### src/rtl/prog_div_pkg.sv
// prog_div_pkg: shared width limits and count-direction encoding for the programmable divider.
package prog_div_pkg;
    localparam int WIDTH_DEF = 8;
    localparam int WIDTH_MIN = 2;
    localparam int WIDTH_MAX = 16;
    typedef enum logic {
        DIR_DOWN = 1'b0,
        DIR_UP   = 1'b1
    } dir_e;
endpackage

### src/rtl/prog_div_next.sv
// prog_div_next: terminal-count compare and next-count selection (load > enable > hold).
module prog_div_next
    import prog_div_pkg::*;
#(
    parameter int WIDTH = WIDTH_DEF
) (
    input  logic [WIDTH-1:0] q,
    input  logic [WIDTH-1:0] modulus,
    input  logic [WIDTH-1:0] load_value,
    input  logic             up,
    input  logic             enable,
    input  logic             load,
    output logic [WIDTH-1:0] q_d,
    output logic             tc
);
    logic dir_up;
    logic at_top;
    logic at_zero;
    always_comb begin
        dir_up  = (dir_e'(up) == DIR_UP);
        at_top  = (q >= modulus);
        at_zero = (q == '0);
        // an out-of-range value wraps to zero without flagging terminal count
        tc      = enable & ~load & (dir_up ? (q == modulus) : at_zero);
        q_d     = load    ? load_value :
                  !enable ? q :
                  dir_up  ? (at_top ? '0 : q + 1'b1) :
                            (at_zero ? modulus : q - 1'b1);
    end
endmodule

### src/rtl/prog_div_counter.sv
// prog_div_counter: programmable up/down modulus counter with terminal-count pulse.
// Define PROG_DIV_SQUARE_EN to get a div_out square wave toggling on each terminal count.
module prog_div_counter
    import prog_div_pkg::*;
#(
    parameter int WIDTH = WIDTH_DEF
) (
    input  logic             clock,
    input  logic             clear_b,
    input  logic             enable,
    input  logic             load,
    input  logic [WIDTH-1:0] load_value,
    input  logic [WIDTH-1:0] modulus,
    input  logic             up,
    output logic [WIDTH-1:0] q_out,
    output logic             tc,
    output logic             div_out
);
    logic [WIDTH-1:0] q_q;
    logic [WIDTH-1:0] q_d;
    logic             tc_raw;

    prog_div_next #(.WIDTH(WIDTH)) u_next (
        .q          (q_q),
        .modulus    (modulus),
        .load_value (load_value),
        .up         (up),
        .enable     (enable),
        .load       (load),
        .q_d        (q_d),
        .tc         (tc_raw)
    );

    always_ff @(posedge clock or negedge clear_b) begin
        if (!clear_b) q_q <= '0;
        else          q_q <= q_d;
    end

    // q_out is zero in reset, so tc must be masked or modulus==0 would flag it
    assign q_out = q_q;
    assign tc    = tc_raw & clear_b;

`ifdef PROG_DIV_SQUARE_EN
    logic div_q;
    logic div_d;
    always_comb div_d = div_q ^ tc;
    always_ff @(posedge clock or negedge clear_b) begin
        if (!clear_b) div_q <= 1'b0;
        else          div_q <= div_d;
    end
    assign div_out = div_q;
`else
    assign div_out = 1'b0;
`endif
endmodule

### config.mk
export PLATFORM = sky130hd
export DESIGN_NAME = prog_div_counter
export DESIGN_NICKNAME = d
export VERILOG_FILES = /design/src/rtl/prog_div_pkg.sv /design/src/rtl/prog_div_next.sv /design/src/rtl/prog_div_counter.sv
export SDC_FILE = /design/constraint.sdc
export NUM_CORES = 1
export LEC_CHECK = 0
export CAP_MARGIN = 20
export CORE_MARGIN = 3
export CORE_UTILIZATION = 43
export CTS_CLUSTER_DIAMETER = 80
export CTS_CLUSTER_SIZE = 12
export DETAILED_ROUTE_END_ITERATION = 7
export GPL_TIMING_DRIVEN = 0
export HOLD_SLACK_MARGIN = 0.15
export PLACE_DENSITY = 0.79
export RECOVER_POWER = 25
export SLEW_MARGIN = 10
export SYNTH_ARGS = -nofsm -noshare
export SYNTH_HDL_FRONTEND = slang
export SYNTH_SLANG_ARGS = --single-unit
### constraint.sdc
create_clock -name clock -period 2 [get_ports clock]
set_clock_uncertainty 0.05 [all_clocks]
set_input_delay 0.2 -clock clock [delete_from_list [all_inputs] [get_ports clock]]
set_output_delay 0.2 -clock clock [all_outputs]
set_load 0.01 [all_outputs]
==> results.txt <==
* Maximum buffer depth of the clock tree: 2
* Power density over cell area: 555 nW/um^2
- Final worst path period need: 2.12 ns
- Number of diodes: 0
- Quantity of I/O buffers inserted on ports: 28
- Smallest setup slack after layout: -0.115 ns
- Critical Path Sink Type: output port
* Leading register cell type out of synthesis: sky130_fd_sc_hd__dfrtp_1
* Warnings from Yosys: 0
* Max reg flops: 8
- Leaving out fill and tap cells, the most frequent cell in the layout is sky130_fd_sc_hd__clkdlybuf4s50_1.
- In the final design database the tool counted 204 nets.
* Violated checks: negative setup slack
- Pre-antenna DRT Iters: 4
* TritonCTS clock tree: done
- Max-slew violation count: 0
- Setup repair after global routing missed its margin: true
- Start point of the critical path: modulus[2]
- First-pass GRT wire length: 5.44 mm
- Synthesis handed over a netlist of 129 instances.
- Wire length per cell after detailed routing: 17.5 um
* Sequential-to-total area share from yosys stat: 18.9%
* Final Hold Violating Endpoints: 0
* DRC violation count after routing: 0
- Of the available clock period, the critical path in the final layout requires 106%.
- In this run the number of cells on the critical path is 8.
- Summed over all layers, the routed wires come to 3.46 mm.
* FMAX: 0.473 GHz
- Slack of the worst reg-to-reg path: 0.02 ns
* Remaining Overflow, GRT: 0
* Worst ir drop on vdd: 0.407 mV
- Remaining antenna violation count: 0
- The area growth from synthesis to layout is 50.8%.
- Cells along the critical path: clkdlybuf4s50_1 -> inv_1 -> ha_4 -> and3_4 -> nand3_1 -> o22ai_2 -> and4b_1 -> buf_2
- Commonest cells after routing, fill and taps aside: 27 x sky130_fd_sc_hd__clkdlybuf4s50_1, 12 x sky130_fd_sc_hd__inv_1, 11 x sky130_fd_sc_hd__buf_4
- Summed over all nets, the half-perimeter wirelength after detailed placement is 2.22 mm.
- Category of the worst setup path launch point: primary input
* Endpoint arrival time on the critical path: 1.87 ns
* Die H: 55.6 um
- Status: complete, but fails checks
* Leakage: 0.692 nW
- Vias after detailed routing: 1203
* Utilization of the core after routing: 70.0%
* Proportion of synthesized flip-flops having asynchronous set or reset: 100%
* Layout cell share with drive strength beyond 1: 25.9%
* Placeable core area: 2280 um^2
* Clock sinks: 8
- After routing the design area is 1590 um^2.
- Counting both buffers and inverters, the worst setup path holds a total of 3.
* Global-route usage over all layers: 21.9%
- In this run the clock root is driven by a sky130_fd_sc_hd__clkbuf_4.
- In this run the worst hold path is classified as primary input to async pin.
* Vias in the first global route: 1133
- Dividing the detail-routed via count by the number of cells gives 6.08.
- Headroom to the max-slew limit: 66.7%
- Averaged over all synthesized cells, the footprint is 8.20 um^2.
- CTS built an H-tree with a depth of 1.
- Maximum fanout count along the critical path: 2
* Family with the most delay on the worst path: buffers and inverters
- Across the run, the number of max-cap violations was 0.
* Critical path destination: tc
- The number of clock buffers added by TritonCTS is 3.
- Final weighted congestion in routability-driven placement: 0.923
- The number of nets handed over by synthesis was 161.
- The synthesized netlist occupies a cell area of 1060 um^2.
* Antenna violations before repair: 0
- Number of DRC violations after detailed-routing iteration 0: 38
- The critical path is of the primary input to output port type.
- After detailed placement, the total cell area comes to 1380 um^2.
* Horiz. Die Dim: 55.6 um
- Initial core utilization: 46.5%
- In this design, the stage delay of the slowest critical-path cell is 0.48 ns.
- Maximum number of pins on one net before global-route repair: 11
- Slowest-stage cell, CP: sky130_fd_sc_hd__clkdlybuf4s50_1
* Top Ports: 31
* Worst reg2reg path endpoint: q_out[1]
* Clock transition at the registers of the reported paths: 0.06 ns
- The worst register-to-register path begins at q_out[1].
* Data required time of the worst path: 1.75 ns
- In this run, synthesis inferred 0 flip-flops with an integrated enable.
- The floorplan step defined a die boundary enclosing 3090 um^2.
* Number of cells traversed by the worst register-to-register path: 7
- Synth Register Bits: 8
- Setup violation total in the final timing report: 1
- Post-synth cell types: 42
* Worst Tran Pin Value: 0.498 ns
- At the later pin of the worst-skew pair, clock insertion delay measures 0.27 ns.
- Number of rows in the core area: 17
-- kinds of logic after synthesis --
logic type      count (synthesis)  share of synthesized area (%)
xor+xnor                        9                           7.46
mux                             5                           4.85
simple gates                   37                           22.5
flops                           8                           18.9
compound gates                 33                           22.8
buf+inv                        25                           10.1
other cells                     1                          0.355
fa+ha+maj                      11                           13.0
-- worst min-delay path by stage --
| stage | from | to | cells after the start |
|---|---|---|---|
| floorplan | clear_b | q_out[0] | 0 |
| global placement | clear_b | q_out[5] | 1 |
| detailed placement | clear_b | q_out[5] | 1 |
| CTS | clear_b | q_out[6] | 1 |
| global route | clear_b | q_out[6] | 1 |
| finish | clear_b | q_out[6] | 1 |
-- worst reg2reg max path, cell delays in order, from the launching register on --
cell and delay [ns]:
sky130_fd_sc_hd__dfrtp_1 0.40, sky130_fd_sc_hd__buf_6 0.13, sky130_fd_sc_hd__ha_1 0.26, sky130_fd_sc_hd__and3_4 0.16
sky130_fd_sc_hd__a221oi_2 0.28, sky130_fd_sc_hd__o211ai_1 0.17, sky130_fd_sc_hd__buf_4 0.22, sky130_fd_sc_hd__o221ai_1 0.21
-- Yosys cell counts, drive strengths merged, types with 2 or more instances --
cell type | number | area, um^2
a211oi | 2 | 15.0
a21o | 2 | 15.0
a21oi | 8 | 40.0
a22oi | 2 | 15.0
and3 | 4 | 25.0
buf | 3 | 23.8
clkbuf | 8 | 30.0
dfrtp | 8 | 200
ha | 11 | 138
inv | 14 | 52.6
mux2i | 4 | 40.0
nand2 | 2 | 7.51
nand2b | 2 | 12.5
nand3 | 7 | 35.0
nor2 | 2 | 7.51
nor2b | 2 | 12.5
nor3 | 4 | 20.0
nor3b | 8 | 60.1
o211ai | 2 | 15.0
o21ai | 3 | 15.0
o221ai | 6 | 58.8
xor2 | 8 | 70.1
-- power by group --
part,internal [mW],switching [mW]
sequential,0.185,0.0336
combinational,0.277,0.252
clock,0.0695,0.0670
-- layout make-up --
class	count	area [um^2]
buffer	10	73.8
timing repair buffer	39	362
tap	28	35.0
sequential	8	205
inverter	14	57.6
multi-input combinational	96	838
clock buffer	3	22.5
fill	168	682
-- per-stage QoR --
stage	worst slack, ns	cells	power (mW)	hold slack [ns]	TNS, ns
after global routing	-0.169	198	0.944	0.252	-0.236
after global placement	-0.773	185	0.610	0.488	-3.43
after detailed placement	-0.848	185	0.621	0.509	-3.50
final	-0.115	198	0.884	0.216	-0.115
after CTS	-0.0490	196	0.818	0.226	-0.151
after floorplan	-0.0422	129	0.470	-0.146	-0.0422
-- what timing repair did --
| item | in CTS | in global routing |
|---|---|---|
| resized for setup | 21 | 17 |
| setup endpoints to repair | 9 | 8 |
| setup buffers | 9 | 2 |
| hold buffers | 0 | 0 |
| cloned | 0 | 0 |
| pin swaps | 4 | 5 |
-- metal layers --
metal / global-route usage (%) / share of wire, %
met5: 0 / 0
met4: 9.72 / 2.7
met3: 4.87 / 6.7
met2: 34.5 / 48
met1: 28.4 / 42
Power figures use the tool's default switching activity.
